`src/rtl/enc_pkg.sv`:
```
// Shared types and default constants for the encoder/button input filter.
// Channel FSM states and glitch counter sizing live here so all files agree.
package enc_pkg;

    typedef enum logic {
        ST_STABLE  = 1'b0,
        ST_PENDING = 1'b1
    } ch_state_t;

    localparam int SYNC_STAGES_DEF   = 2;
    localparam int STABLE_CYCLES_DEF = 1000;
    localparam int GLITCH_W          = 8;
    localparam int GLITCH_MAX        = (1 << GLITCH_W) - 1;

endpackage

```
`src/rtl/enc_filter_ch.sv`:
```
// One filter channel: raw level synchronizer followed by a stable-time
// debounce FSM that only accepts levels held for STABLE_CYCLES clocks.
module enc_filter_ch
    import enc_pkg::*;
#(
    parameter int SYNC_STAGES   = SYNC_STAGES_DEF,
    parameter int STABLE_CYCLES = STABLE_CYCLES_DEF
) (
    input  logic clk,
    input  logic rst,
    input  logic raw,
    output logic level,
    output logic change,
    output logic glitch
);

    localparam int CW = $clog2(STABLE_CYCLES);
    localparam logic [CW-1:0] CNT_LAST = CW'(STABLE_CYCLES - 1);

    logic [SYNC_STAGES-1:0] sync;
    logic                   sync_out;
    ch_state_t              state, state_nxt;
    logic [CW-1:0]          cnt, cnt_nxt;
    logic                   level_nxt;
    logic                   change_nxt;

    // Lines idle high, so the chain resets to 1 to avoid a spurious change after reset.
    always_ff @(posedge clk) begin
        if (rst) begin
            sync <= '1;
        end else begin
            sync <= {sync[SYNC_STAGES-2:0], raw};
        end
    end

    assign sync_out = sync[SYNC_STAGES-1];

    always_ff @(posedge clk) begin
        if (rst) begin
            state  <= ST_STABLE;
            cnt    <= '0;
            level  <= 1'b1;
            change <= 1'b0;
        end else begin
            state  <= state_nxt;
            cnt    <= cnt_nxt;
            level  <= level_nxt;
            change <= change_nxt;
        end
    end

    // A level that drops back before the counter expires counts as one glitch.
    always_comb begin
        state_nxt  = state;
        cnt_nxt    = cnt;
        level_nxt  = level;
        change_nxt = 1'b0;
        glitch     = 1'b0;
        unique case (state)
            ST_STABLE: begin
                cnt_nxt = '0;
                if (sync_out != level) begin
                    state_nxt = ST_PENDING;
                    cnt_nxt   = CW'(1);
                end
            end
            ST_PENDING: begin
                if (sync_out == level) begin
                    state_nxt = ST_STABLE;
                    cnt_nxt   = '0;
                    glitch    = 1'b1;
                end else if (cnt == CNT_LAST) begin
                    state_nxt  = ST_STABLE;
                    cnt_nxt    = '0;
                    level_nxt  = sync_out;
                    change_nxt = 1'b1;
                end else begin
                    cnt_nxt = cnt + CW'(1);
                end
            end
            default: begin
                state_nxt = ST_STABLE;
                cnt_nxt   = '0;
            end
        endcase
    end

endmodule

```
`src/rtl/enc_input_filter.sv`:
```
// Multi-channel encoder/button input filter with a shared saturating
// count of rejected pulses across all channels.
module enc_input_filter
    import enc_pkg::*;
#(
    parameter int N_CH          = 2,
    parameter int SYNC_STAGES   = SYNC_STAGES_DEF,
    parameter int STABLE_CYCLES = STABLE_CYCLES_DEF
) (
    input  logic                clk,
    input  logic                rst,
    input  logic [N_CH-1:0]     enc_raw,
    input  logic                glitch_clr,
    output logic [N_CH-1:0]     enc_filter,
    output logic [N_CH-1:0]     enc_change,
    output logic [GLITCH_W-1:0] glitch_cnt
);

    if (N_CH < 1) begin : g_bad_nch
        $error("enc_input_filter: N_CH must be at least 1");
    end
    if (SYNC_STAGES < 2 || SYNC_STAGES > 4) begin : g_bad_sync
        $error("enc_input_filter: SYNC_STAGES must be in 2..4");
    end
    if (STABLE_CYCLES < 2) begin : g_bad_stable
        $error("enc_input_filter: STABLE_CYCLES must be at least 2");
    end

    localparam int SUM_W = GLITCH_W + $clog2(N_CH + 1);

    logic [N_CH-1:0]  glitch_ev;
    logic [SUM_W-1:0] glitch_sum;
    logic [SUM_W-1:0] glitch_total;

    for (genvar i = 0; i < N_CH; i++) begin : g_ch
        enc_filter_ch #(
            .SYNC_STAGES   (SYNC_STAGES),
            .STABLE_CYCLES (STABLE_CYCLES)
        ) u_ch (
            .clk    (clk),
            .rst    (rst),
            .raw    (enc_raw[i]),
            .level  (enc_filter[i]),
            .change (enc_change[i]),
            .glitch (glitch_ev[i])
        );
    end

    // Wide enough that counter plus all channels firing at once cannot overflow.
    always_comb begin
        glitch_sum = '0;
        for (int i = 0; i < N_CH; i++) begin
            glitch_sum = glitch_sum + SUM_W'(glitch_ev[i]);
        end
        glitch_total = glitch_sum + SUM_W'(glitch_cnt);
    end

    always_ff @(posedge clk) begin
        if (rst || glitch_clr) begin
            glitch_cnt <= '0;
        end else if (glitch_total > SUM_W'(GLITCH_MAX)) begin
            glitch_cnt <= GLITCH_W'(GLITCH_MAX);
        end else begin
            glitch_cnt <= glitch_total[GLITCH_W-1:0];
        end
    end

endmodule

```
`config.mk`:
```
export PLATFORM = sky130hd
export DESIGN_NAME = enc_input_filter
export DESIGN_NICKNAME = d
export VERILOG_FILES = /design/src/rtl/enc_pkg.sv /design/src/rtl/enc_filter_ch.sv /design/src/rtl/enc_input_filter.sv
export SDC_FILE = /design/constraint.sdc
export NUM_CORES = 1
export LEC_CHECK = 0
export ABC_CLOCK_PERIOD_IN_PS = 1900
export CAP_MARGIN = 15
export CORE_MARGIN = 3
export CORE_UTILIZATION = 45
export CTS_CLUSTER_DIAMETER = 60
export DETAILED_ROUTE_END_ITERATION = 8
export PLACE_DENSITY = 0.68
export SYNTH_ARGS = -nofsm -noshare
export SYNTH_HDL_FRONTEND = slang
export SYNTH_SLANG_ARGS = --single-unit
export TNS_END_PERCENT = 10
```
`constraint.sdc`:
```
create_clock -name clk -period 1.9 [get_ports clk]
set_input_delay 0.19 -clock clk [delete_from_list [all_inputs] [get_ports clk]]
set_output_delay 0.19 -clock clk [all_outputs]
set_load 0.03 [all_outputs]
```
# [Word-level counts from Yosys, hierarchy flattened]
# Cells that the tools add are included.
[word_totals] regBits=38 input_bits=5 word_cells=54
[op_classes] addsub=4 magnitude_cmp=1 n_eq_ne=6 muxes=23 n_bitwise=4 reduce_logical=5
[ops] op="2-to-1 mux 10 bit" count=4
[ops] op="case mux 10 bit (2 select lines)" count=2
[ops] op="adder 10 x 1 -> 10 bit (second input constant)" count=2
[ops] op="== test 10 bit (second input constant)" count=2
[ops] op="2-to-1 mux 1 bit" count=14
[ops] op="adder 2 x 8 -> 9 bit" count=1
[ops] op="> comparator 9 x 8 -> 1 bit (second input constant)" count=1
[ops] op="2-to-1 mux 8 bit" count=1
[ops] op="AND reduction 3 bit" count=2
[ops] op="OR reduction 3 bit" count=2
[ops] op="inverter 1 bit" count=4
[ops] op="case mux 1 bit (2 select lines)" count=2
[ops] op="adder 1 x 1 -> 2 bit" count=1
[ops] op="== test 1 bit" count=2
[ops] op="inequality test 1 bit" count=2
[ops] op="logical OR 1 bit" count=1

# [Logic depth before layout (Yosys ltp)]
[logic_depth] depth_word=7 mapped_depth=9 ltp_nobuf=8

# [By module]
# Synthesis repeated with hierarchy kept, for this count alone.
[hier_totals] cells_unflattened=169 hier_area_um2=1671.6
[by_module_without_submodules] mod="enc_filter_ch" instances=2 cells_per_inst=65 area_each_um2=643.1 seq_area_each_um2=300.3
[by_module_without_submodules] mod="enc_input_filter" instances=1 cells_per_inst=39 area_each_um2=385.4 seq_area_each_um2=160.2

# [Worst setup path before layout]
# OpenSTA, ideal clock, no wires.
[synth_timing] path_type="register to register" start="register g_ch[0].u_ch.level" end="register glitch_cnt[4]" setup_ns=0.128 arrival_time_ns=1.884 path_slack_ns=-0.112 stages_incl_launch_ff=9 path_buffers=1 period_less_slack_ns=2.012 path_cell_list="dfxtp_1 > xor2_1 > or2_2 > fa_1 > inv_1 > ha_1 > clkbuf_1 > nor3b_1 > nor3_1"
[synth_via] elab_chain_len=7
[synth_rtl] element="start, declared" line="enc_filter_ch.sv:12" text="output logic level,"
[synth_rtl] element="start signal, assigned" line="enc_filter_ch.sv:47" text="level <= level_nxt;"
[synth_rtl] element="== test 1 bit *" line="enc_filter_ch.sv:68" text="if (sync_out == level) begin"
[synth_rtl] element="2-to-1 mux 1 bit *" line="enc_filter_ch.sv:68"
[synth_rtl] element="2-to-1 mux 1 bit *" line="enc_filter_ch.sv:59" text="unique case (state)"
[synth_rtl] element="adder 1 x 1 -> 2 bit *" line="enc_input_filter.sv:53" text="glitch_sum = glitch_sum + SUM_W'(glitch_ev[i]);"
[synth_rtl] element="adder 2 x 8 -> 9 bit *" line="enc_input_filter.sv:55" text="glitch_total = glitch_sum + SUM_W'(glitch_cnt);"
[synth_rtl] element="> comparator 9 x 8 -> 1 bit" line="enc_input_filter.sv:61" text="end else if (glitch_total > SUM_W'(GLITCH_MAX)) begin"
[synth_rtl] element="2-to-1 mux 8 bit *" line="enc_input_filter.sv:61"
[synth_rtl] element="end signal, assigned" line="enc_input_filter.sv:62" text="glitch_cnt <= GLITCH_W'(GLITCH_MAX);"
[synth_rtl] element="end signal, assigned" line="enc_input_filter.sv:64" text="glitch_cnt <= glitch_total[GLITCH_W-1:0];"
[synth_rtl] element="end, declared" line="enc_input_filter.sv:16" text="output logic [GLITCH_W-1:0] glitch_cnt"
# Every way passes the cells marked *; elsewhere a longest branch is shown, timed or not.
# A chain may end at the register's enable or synchronous reset.

# [Worst setup path in the final report]
[layout_timing] start="register g_ch[0].u_ch.level" end="register glitch_cnt[7]"
# The elaborated chain is that of the path after synthesis.

==> results_dict.tcl <==
set metrics [dict create \
    status "complete, no violations" \
    vias_per_cell 5.27 \
    dpl.hpwl_um 2260 \
    pwr-share-comb_pct 2.5 \
    p_seq_share_pct 59.8 \
    drive_above_1_share_pct 15.8 \
    highest_layer "met4" \
    finalNetCount 211 \
    worstPathArrival_ns 1.97 \
    die_area_um2 4460 \
    ys_seq_area_share_pct 45.8 \
    avgSynthCellArea_um2 9.13 \
    max-vdd-ir-drop_mv 0.494 \
    synth_cell_type_count 36 \
    yosysTopAreaCell "dfxtp_1" \
    finalCritPeriodShare_pct 93.9 \
    synth_area_um2 1660 \
    reg2reg_from "g_ch[0].u_ch.level" \
    p_int_uw 1070 \
    clock-root-buffer "clkbuf_8" \
    wl_met3_um 171 \
    switching_share_pct 20.5 \
    avgRoutedWirePerCell_um 12.4 \
    clk_path_buf_depth 2 \
    hold_viol_final 0 \
    finish.utilization_pct 57.9 \
    crit_start "g_ch[0].u_ch.level" \
    drt-total-wl_um 3070 \
    critPathMaxFanout 3 \
    synthArstFlopShare_pct 0 \
    gp_congestion 0.889 \
    hp-class "reg -> reg" \
    start_kind "flop" \
    antenna_found_initial 0 \
    grt_use_total_pct 16.0 \
    cp-end-kind "flop" \
    hold_depth 1 \
    drt_iter0_drc 41 \
    fp.dieW_um 66.8 \
    finalPower_uw 1350 \
    finalSetupViolCount 0 \
    wl_met1_um 1420 \
    clkLatencyLatePin_ns 0.29 \
    reg2reg_slack_ns 0.12 \
    via_count 1306 \
    grt_pass1_vias 1233 \
    port_buffers 16 \
    p_sw_uw 277 \
    gr-total-overflow 0 \
    synth_edf_count 0 \
    ys_seq_elements 38 \
    yosysWarnings 0 \
    worst_pin_slew_ns 0.462 \
    worstRegToRegCells 6 \
    synth_commonest_cells "38 x dfxtp_1, 27 x nor2_1, 13 x nand2_1" \
    detail_route.first_pass.iterations 4 \
    io_pins 17 \
    pre_cts_ws_ns -0.0647 \
    clkPwrFrac_pct 37.7 \
    min_period_ns 1.78 \
    worstSetupPathType "reg -> reg" \
    post-synth-top-area-fraction_pct 45.8 \
    fp.dieH_um 66.8 \
    p_leak_uw 0.000681 \
    maxSlewViolCount 0 \
    fill_cells 310 \
    num_antenna_cells 0 \
    clock-skew-final_ns 0.00294 \
    start_util_pct 48.3 \
    synth_nets 191 \
    ys_top_cells_by_area "dfxtp_1 46%, nor2_1 6.1%, xnor2_1 4.7%" \
    slew_headroom_pct 68.9 \
    wl_met2_um 1410 \
    ant_nets 0 \
    drc 0 \
    syn2layout_area_growth_pct 20.0 \
    rows 21 \
    grt_pass1_wl_um 5330 \
    place_area_um2 1860 \
    grt_max_degree 11 \
    drv_cap 0 \
    cts_tree "done" \
    required_ns 2.08 \
    syn_inst 182 \
    cts_buffers 5 \
    worst_slack_ns 0.116 \
    clkTransAtPathRegs_ns 0.07 \
    final_area_um2 1990 \
    p_per_area_nw_per_um2 677 \
    yosys.cell_count.top_type "dfxtp_1" \
    clkSinkCount 38 \
    hold_path_startpoint "g_ch[1].u_ch.sync[0]" \
    core_um2 3440 \
    max_clock_freq_mhz 561 \
    htreeDepth 2 \
    synth_flop_cell "dfxtp_1" \
]
sequential cells by signal (all words and copies together) (netlist names):
| signal | cells |
|---|---|
| glitch_cnt | 8 |
| g_ch.u_ch.cnt | 20 |
| g_ch.u_ch.level | 2 |
| g_ch.u_ch.state | 2 |
| g_ch.u_ch.change | 2 |
| g_ch.u_ch.sync | 4 |
cell type report:
cell class                 instances  area, um^2  share of cell area [%]
inverter                           7        26.3                    1.32
timing repair buffer              20         190                    9.54
clock buffer                       7        76.3                    3.83
multi-input combinational        130         881                    44.2
sequential                        38         763                    38.3
tap                               46        57.6                    2.89
critical path: stages (launching register included):
cell	delay, ns
dfxtp_2	0.33
xor2_1	0.17
or2_4	0.23
fa_2	0.38
nor3b_4	0.27
nor4bb_4	0.24
nor3_1	0.06
what timing repair did:
action,4_1_cts,5_1_grt
gates resized for setup,2,11
hold buffers,0,0
buffers inserted,0,1
pin swaps,0,2
endpoints found under the setup margin,6,3
final timing paths:
kind,end
worst max register to register,glitch_cnt[7]
worst max-delay path,glitch_cnt[7]
worst min register to register,g_ch[1].u_ch.sync[1]
worst min-delay path,g_ch[1].u_ch.sync[1]
routing by layer:
metal  vias up  global-route usage (%)
li1        664                       -
met1       600                    19.4
met2        30                    24.5
met3        12                    6.75
met4         0                    7.36
met5         -                       0
placed cells by master (no fill, tap or decap), types with 6 or more instances in the layout:
cell type / count
dfxtp_1: 36
nand3_1: 10
inv_1: 6
nor3_1: 7
or2_2: 6
xnor2_1: 8
nor2_1: 27
nand2_1: 13
xor2_1: 6
a21oi_1: 9
clkdlybuf4s50_1: 16
per-stage QoR:
step	setup TNS, ns	hold WS, ns	std cells
after floorplan	0	0.294	182
after global placement	0	0.392	240
after detailed placement	-0.0792	0.395	240
after CTS	0	0.413	247
after global routing	-0.0173	0.425	248
final	0	0.409	248
power by group through the flow:
stage / registers, uW / logic, uW / clock network, uW
6_report: 808 / 33.6 / 509
5_1_grt: 808 / 37.6 / 574
4_1_cts: 807 / 32.9 / 533
3_5_place_dp: 826 / 32.7 / 0
3_3_place_gp: 825 / 32.4 / 0
2_1_floorplan: 826 / 18.3 / 0
logic make-up after synthesis:
logic type      count (synthesis)  synth area share, %
compound gates                 24                 9.71
xor+xnor                       15                 7.91
buf+inv                        14                 4.29
flops                          38                 45.8
fa+ha+maj                       4                 3.46
simple gates                   87                 28.8
Power figures use the tool's default switching activity.
